===== config.mk =====
export PLATFORM = sky130hd
export DESIGN_NAME = mms_stream_8num
export DESIGN_NICKNAME = d
export VERILOG_FILES = /design/src/rtl/mms_stream_8num.sv
export SDC_FILE = /design/constraint.sdc
export NUM_CORES = 1
export LEC_CHECK = 0
export CAP_MARGIN = 20
export CORE_AREA = 2 2 69 71
export CTS_BUF_LIST = sky130_fd_sc_hd__clkbuf_4
export DETAILED_ROUTE_END_ITERATION = 6
export DIE_AREA = 0 0 71 73
export GPL_TIMING_DRIVEN = 0
export SLEW_MARGIN = 20
export SYNTH_ARGS = -nofsm -noshare
export SYNTH_HDL_FRONTEND = slang
export SYNTH_SLANG_ARGS = --single-unit

===== constraint.sdc =====
create_clock -name clk -period 6.4 [get_ports clk]
set_clock_uncertainty 0.05 [all_clocks]
set_input_delay 1.6 -clock clk [delete_from_list [all_inputs] [get_ports clk]]
set_output_delay 1.6 -clock clk [all_outputs]
set_load 0.05 [all_outputs]

===== src/rtl/mms_stream_8num.sv =====
// Streaming max/min reducer: folds each group of N unsigned numbers into one
// result presented on a valid/ready output port.
//
// state | meaning
// IDLE  | waiting for the first number of a group
// ACC   | folding numbers 2..N into the running max/min
// HOLD  | group result presented, waiting for the consumer
module mms_stream_8num #(
    parameter int DW = 8,
    parameter int N  = 8
) (
    input  logic          clk,
    input  logic          reset,
    input  logic          select,
    input  logic          in_valid,
    output logic          in_ready,
    input  logic [DW-1:0] in_data,
    output logic          out_valid,
    input  logic          out_ready,
    output logic [DW-1:0] result,
    output logic          group_sel
);

    localparam int CW = $clog2(N) + 1;
    localparam logic [CW-1:0] LAST = CW'(N - 1);

    typedef enum logic [1:0] {IDLE, ACC, HOLD} state_t;

    state_t        state, state_nxt;
    logic [DW-1:0] acc, acc_nxt, acc_upd, result_nxt;
    logic [CW-1:0] count, count_nxt;
    logic          sel_q, sel_nxt, gsel_nxt;
    logic          take;

    // Strict compare so ties keep the value already held.
    assign take    = sel_q ? (in_data < acc) : (in_data > acc);
    assign acc_upd = take ? in_data : acc;

    always_ff @(posedge clk) begin
        if (reset) begin
            state     <= IDLE;
            acc       <= '0;
            count     <= '0;
            sel_q     <= 1'b0;
            result    <= '0;
            group_sel <= 1'b0;
        end else begin
            state     <= state_nxt;
            acc       <= acc_nxt;
            count     <= count_nxt;
            sel_q     <= sel_nxt;
            result    <= result_nxt;
            group_sel <= gsel_nxt;
        end
    end

    always_comb begin
        state_nxt  = state;
        acc_nxt    = acc;
        count_nxt  = count;
        sel_nxt    = sel_q;
        result_nxt = result;
        gsel_nxt   = group_sel;
        in_ready   = 1'b0;
        out_valid  = 1'b0;
        case (state)
            IDLE: begin
                in_ready = 1'b1;
                if (in_valid) begin
                    acc_nxt   = in_data;
                    sel_nxt   = select;
                    count_nxt = CW'(1);
                    state_nxt = ACC;
                end
            end
            ACC: begin
                in_ready = 1'b1;
                if (in_valid) begin
                    acc_nxt   = acc_upd;
                    count_nxt = count + CW'(1);
                    if (count == LAST) begin
                        result_nxt = acc_upd;
                        gsel_nxt   = sel_q;
                        state_nxt  = HOLD;
                    end
                end
            end
            HOLD: begin
                out_valid = 1'b1;
                if (out_ready) begin
                    state_nxt = IDLE;
                    count_nxt = '0;
                end
            end
            default: state_nxt = IDLE;
        endcase
        // Nothing is accepted while reset is held.
        if (reset) in_ready = 1'b0;
    end

endmodule

# [After elaboration in Yosys (flattened, before gate mapping)]
# Cells that the tools add are included.
[totals] regBits=24 latchBits=0 ram_bits=0 rom_bits=0 inputBits=13 output_inout_bits=11 word_cells=42 memories=0
[classes] addsub=1 n_mul=0 n_div=0 order_cmp=2 eq_ne=7 n_shift=0 mux=17 bitwise_logic=0 n_reduce_logical=9
[op_table] op="$mux 8" count=3
[op_table] op="$pmux 8 s2" count=1
[op_table] op="$mux 4" count=3
[op_table] op="$pmux 4 s3" count=1
[op_table] op="$gt 8x8->1" count=1
[op_table] op="$lt 8x8->1" count=1
[op_table] op="$mux 2" count=4
[op_table] op="$ne 2x2->1 const B" count=4
[op_table] op="$reduce_and 4->1" count=2
[op_table] op="$pmux 2 s3" count=1
[op_table] op="$reduce_and 3->1" count=2
[op_table] op="$add 4x1->4 const B" count=1
[op_table] op="$eq 4x3->1 const B" count=1
[op_table] op="$mux 1" count=4
[op_table] op="$reduce_bool 3->1" count=1
[op_table] op="$eq 2x1->1 const B" count=1
[op_table] op="$eq 2x2->1 const B" count=1
[op_table] op="$logic_not 2->1" count=1
[op_table] op="$reduce_and 2->1" count=1
[op_table] op="$reduce_bool 2->1" count=1
[op_table] op="$reduce_or 2->1" count=1

# [Longest topological paths before layout]
# Gate-level depths: netlist of the first run.
[depth] ltp_word=5 ltp_mapped=9 mapped_depth_nobuf=7

# [Worst setup path before layout of the first run]
# OpenSTA, ideal clock, no wires.
[synth_timing] path_type="input to output" startpoint="input port reset" endpoint="output port in_ready" arrival_ns=2.589 t_required_ns=4.750 slack_ns=2.161 path_stages=3 path_buffers=2 path_cell_list="clkbuf_1 > clkbuf_1 > nor2_1"
[synth_via] elab_chain_cells=1
[synth_lines] element="from (decl)" line="13" rtl="input logic reset,"
[synth_lines] element="$mux 1" line="98" rtl="if (reset) in_ready = 1'b0;"
[synth_lines] element="to (decl)" line="16" rtl="output logic in_ready,"
# No other way between the ends.

# [Worst setup path in the final report of the first run]
# Ends and elaborated chain as after synthesis.

==> results.md, run 1 <==
Run status:
- The run finished with clean final reports.

STA:
- For the pin with the worst max-slew slack, the measured transition is 0.608 ns.
- The final number of hold-violating endpoints was 0.
- Hold timing on the final database bottoms out at a slack of about 0.44 ns.
- The part of the cycle the worst path needs is 0.726.
- The final max-slew violation count came to 0.
- Static timing analysis puts the maximum clock frequency at 0.215 GHz.
- The number of setup violations in the final report is 0.
- The setup total negative slack is 0 ns.
- Measured against its own limit, the worst slew margin works out to 0.594.
- The minimum period implied by the final worst setup slack is about 4.6 ns.
- Setup repair after global routing left no endpoint under its margin.

Logic synthesis:
- For this run, the number of Yosys warnings is 0.
- After synthesis, the cell types taking the most area are sky130_fd_sc_hd__dfxtp_1 28%, sky130_fd_sc_hd__mux2i_1 18%, sky130_fd_sc_hd__mux2_2 9.7%, sky130_fd_sc_hd__ha_1 9.4%, sky130_fd_sc_hd__nor2_1 8.9%.
- The post-synthesis sequential element count is 24.
- sky130_fd_sc_hd__dfxtp_1 takes more of the synthesized area than any other cell.
- The net count after synthesis is 225.
- The number of enable-type register cells in the synthesized netlist is 0.
- The share of the Yosys chip area taken by registers is 0.277.
- In the synthesized netlist the dominant register cell turns out to be sky130_fd_sc_hd__dfxtp_1.
- The share of the synthesized area in the top cell type is 0.277.
- After synthesis, the netlist uses 34 different library cells.
- The synthesized area is approximately 0.0017 mm^2.
- After technology mapping, the gate count stands at 199.
- In the synthesized netlist the async set-or-reset flop fraction comes to 0.
- The mean instance size in the synthesized netlist is around 8.7 um^2.

Worst setup path:
- The end of the worst register-to-register path is acc[2]$_SDFFE_PP0P_.
- The depth of the worst register-to-register path is 7.
- The number of buffers and inverters on the critical path is 3.
- The worst setup path is launched from a primary input.
- The critical path goes through clkbuf_1, clkbuf_1, nor2_1, clkdlybuf4s50_1.
- The kind of cell adding the most delay to the critical path is buffers and inverters.
- For this run, the slowest stage of the critical path takes 0.72 ns.
- The launch point of the worst reg-to-reg path is acc[1]$_SDFFE_PP0P_.
- The capturing element type of the critical path is a primary output.
- STA puts the critical path data arrival time at 3.00 ns.
- The worst setup path is of the in -> out kind.
- The slack of the worst reg-to-reg path is about 4.1 ns.
- The cell seen most often among critical-path stages is sky130_fd_sc_hd__clkbuf_1.
- The slowest cell on the critical path is sky130_fd_sc_hd__clkdlybuf4s50_1.
- The number of cells on the critical path is 4.
- The endpoint required time on the critical path is 4.75 ns.
- Along the worst path, the maximum fanout reaches 10.

Clocking:
- The clock transition time at the flip-flop clock pins of the worst setup and hold paths is 0.13 ns.
- In this run, post-CTS hold repair placed 0 buffers.
- CTS saw 24 sinks.
- In this run, CTS created clock tree buffers numbering 3.
- In this run the number of H-tree levels came out at 1.
- TritonCTS built the clock tree.
- The clock reaches the later pin of the worst-skew pair after 0.33 ns.
- The number of post-CTS setup repair buffers is 0.
- The quantity of gates resized following cts is 0.
- The clock passes through at most 2 buffers.
- The cell sitting at the root of the clock tree is a sky130_fd_sc_hd__clkbuf_4.

Min path:
- Counting instances, the worst hold path has a depth of 2.
- The class of the tightest hold or removal check is reg -> reg.
- In this run the most critical hold path is launched from count[3]$_SDFFE_PP0P_.
- For hold timing, the worst endpoint is count[3]$_SDFFE_PP0P_.

Route:
- The DRC violation count after routing is 0.
- The detail route stage leaves a number of antenna-violating nets equal to 0.
- For this block, the routed nets add up to 3550 um of wire.
- The mean routed wirelength per cell is ~13 um.
- In the routed layout, each cell is associated on average with a via count of roughly 5.0.
- Before antenna repair, the detailed router went through 4 iterations.
- The overall via count from detail_route is 1400.
- The violation count after the first detailed-route iteration is 26.

Die:
- The die covers 0.00518 mm^2.
- The total area inside the core boundary comes to 0.00454 mm^2.
- In this run the vertical extent of the chip is between 70 and 80 um.
- After floorplanning, the core was divided into 25 placement rows.
- The initial utilization of the core area, before any placement, comes to 0.383.
- The die outline width is 71 um.
- 24 I/O pins were placed.

Global routing:
- The first global-routing pass estimated 6140 um of wire.
- The overflow left after global routing is 0.
- The initial antenna violation count is 0.
- The via count of the first global-routing pass is 1285.
- The largest net degree at the start of global routing is 15.
- For this run, the total global-route usage over all layers was measured as 0.150.

Place:
- The number of port buffers is 21.
- The total instance count after detailed placement is 274.
- Detailed placement ended at an HPWL of 2620 um.
- The last weighted congestion value of the routability-driven placer is slightly below 0.8.

Final layout:
- In the final design database the tool counted about 250 nets.
- The area growth from synthesis to layout is 19.0%.
- The area used by sequential logic in the layout is 480 um^2.
- The filler cell count is 449.
- The fraction of layout instances using a drive strength above 1 is 0.129.
- The finished layout holds 278 standard cells, fillers aside.
- 0 antenna diodes ended up in the layout.
- The total area of multi-input combinational cells is 0.00115 mm^2.

Pwr:
- Power spread over the standard cell area amounts to 207 mW/mm^2.
- Across the VDD grid, the largest voltage drop is 0.0000995 V.
- The standby leakage power is about 0.86 nW.

Flow run:
- Across the run, the number of max-cap violations was 0.
[routing by layer]
layer,vias up,GRT usage,wire [um]
li1,739,-,-
met1,641,0.184,1700
met2,18,0.276,1750
met3,2,0.0331,86
met4,0,0.0189,14
met5,-,0,0
[synthesized netlist by cell type (all sizes together), types with 3 or more instances]
library cell	number
a21oi	9
ha	13
buf	4
a22oi	3
clkbuf	6
o21ai	6
nor2	42
inv	14
nand3	3
mux2i	32
mux2	16
nand2	6
dfxtp	24
a211oi	3
nor2b	4
[state kept, by name, summed over array words and instances (netlist names)]
signal     flops
result         8
acc            8
state          2
group_sel      1
sel_q          1
count          4
[where the power goes]
part	switching, mW	internal (mW)	total (mW)
combinational	0.0736	0.0656	0.139
clock	0.0510	0.0634	0.114
sequential	0.0123	0.162	0.174
total	0.137	0.291	0.427
[area by class of cell]
| cell class | instances | area share |
|---|---|---|
| inverters | 14 | 0.0254 |
| plain buffers | 10 | 0.0260 |
| clock inverters | 1 | 0.0145 |
| clock buffers | 3 | 0.0109 |
| repair buffers | 21 | 0.102 |
| well taps | 54 | 0.0327 |
| multi-input cells | 151 | 0.556 |
| flip-flops and latches | 24 | 0.232 |
[worst max path at each step]
stage	from	endpoint	slack, ns
2_1_floorplan	reset	in_ready	2.16
4_1_cts	reset	in_ready	1.74
3_5_place_dp	reset	in_ready	1.74
5_1_grt	reset	in_ready	1.66
6_report	reset	in_ready	1.75
3_3_place_gp	reset	in_ready	1.74
[tightest hold or removal path: stages (launching register included)]
cell and delay [ns]:
sky130_fd_sc_hd__dfxtp_1 0.33, sky130_fd_sc_hd__o21ai_0 0.07, sky130_fd_sc_hd__a21oi_1 0.06
[cell usage in the layout (no fill, tap or decap)]
master / Yosys / routed
sky130_fd_sc_hd__a21o_1: 2 / 2
sky130_fd_sc_hd__ha_1: 13 / 13
sky130_fd_sc_hd__a22oi_1: 3 / 3
sky130_fd_sc_hd__a211oi_1: 1 / 1
sky130_fd_sc_hd__and2b_1: 1 / 1
sky130_fd_sc_hd__mux2_1: 1 / 1
sky130_fd_sc_hd__o21ai_0: 5 / 5
sky130_fd_sc_hd__o211ai_1: 2 / 2
sky130_fd_sc_hd__a21oi_1: 9 / 9
sky130_fd_sc_hd__nand2_1: 5 / 5
sky130_fd_sc_hd__clkbuf_1: 6 / 6
sky130_fd_sc_hd__clkbuf_4: 0 / 3
sky130_fd_sc_hd__buf_2: 1 / 1
sky130_fd_sc_hd__or3_1: 1 / 1
sky130_fd_sc_hd__a211oi_4: 1 / 1
sky130_fd_sc_hd__mux2_2: 15 / 15
sky130_fd_sc_hd__bufinv_16: 0 / 1
sky130_fd_sc_hd__nand2_4: 1 / 1
sky130_fd_sc_hd__nor2_1: 41 / 41
sky130_fd_sc_hd__buf_4: 2 / 2
sky130_fd_sc_hd__nor2_4: 1 / 1
sky130_fd_sc_hd__dfxtp_1: 24 / 24
sky130_fd_sc_hd__inv_1: 14 / 14
sky130_fd_sc_hd__nand3_1: 3 / 3
sky130_fd_sc_hd__nand4_1: 2 / 2
sky130_fd_sc_hd__a211o_1: 1 / 1
sky130_fd_sc_hd__clkdlybuf4s50_1: 0 / 21
sky130_fd_sc_hd__a211oi_2: 1 / 1
sky130_fd_sc_hd__mux2i_1: 32 / 32
sky130_fd_sc_hd__or4b_4: 1 / 1
sky130_fd_sc_hd__nand2b_1: 1 / 1
sky130_fd_sc_hd__nand3b_1: 1 / 1
sky130_fd_sc_hd__buf_6: 1 / 1
sky130_fd_sc_hd__o211a_1: 1 / 1
sky130_fd_sc_hd__nor3b_1: 1 / 1
sky130_fd_sc_hd__o21ai_2: 1 / 1
sky130_fd_sc_hd__nor2b_1: 4 / 4
[through the flow]
stage / util / instance area [um^2] / setup slack (ns) / power (mW)
after floorplan: - / 1740 / 2.16 / 0.283
after global placement: 0.444 / 2010 / 1.74 / 0.316
after detailed placement: 0.444 / 2010 / 1.74 / 0.318
after CTS: 0.456 / 2070 / 1.74 / 0.436
after global routing: 0.456 / 2070 / 1.66 / 0.458
final: 0.456 / 2070 / 1.75 / 0.427
[cell families (layout without fill, tap and decap cells)]
family,after synthesis,count (layout),synth area share
mux,48,48,0.288
compound gates,27,27,0.110
simple gates,63,63,0.171
buf+inv,24,49,0.0612
fa+ha+maj,13,13,0.0937
flops,24,24,0.277
Power figures use the tool's default switching activity.
==> run 2, diff against run 1 <==
==> constraint.sdc (replaced) <==
create_clock -name clk -period 4.8 [get_ports clk]
set_clock_uncertainty 0.05 [all_clocks]
set_input_delay 1.2 -clock clk [delete_from_list [all_inputs] [get_ports clk]]
set_output_delay 1.2 -clock clk [all_outputs]
set_load 0.05 [all_outputs]
==> results of run 2 <==
Same layout as run 1 (identical final DEF). Status: completed.
Among the figures that moved: setup slack after placement 1.74 ns -> 0.936 ns; setup slack after layout 1.75 ns -> 0.953 ns; register-to-register setup slack 4.13 ns -> 2.53 ns; total power 0.427 mW -> 0.570 mW; worst IR drop on VDD 0.0000995 V -> 0.000133 V
==> run 3, diff against run 2 <==
==> constraint.sdc (replaced) <==
create_clock -name clk -period 3.76 [get_ports clk]
set_clock_uncertainty 0.05 [all_clocks]
set_input_delay 0.94 -clock clk [delete_from_list [all_inputs] [get_ports clk]]
set_output_delay 0.94 -clock clk [all_outputs]
set_load 0.05 [all_outputs]
==> results of run 3 <==
Same layout as run 1 (identical final DEF). Status: completed.
Among the figures that moved: setup slack after placement 1.74 ns -> 0.416 ns; setup slack after layout 1.75 ns -> 0.433 ns; register-to-register setup slack 4.13 ns -> 1.49 ns; total power 0.427 mW -> 0.728 mW; worst IR drop on VDD 0.0000995 V -> 0.000169 V
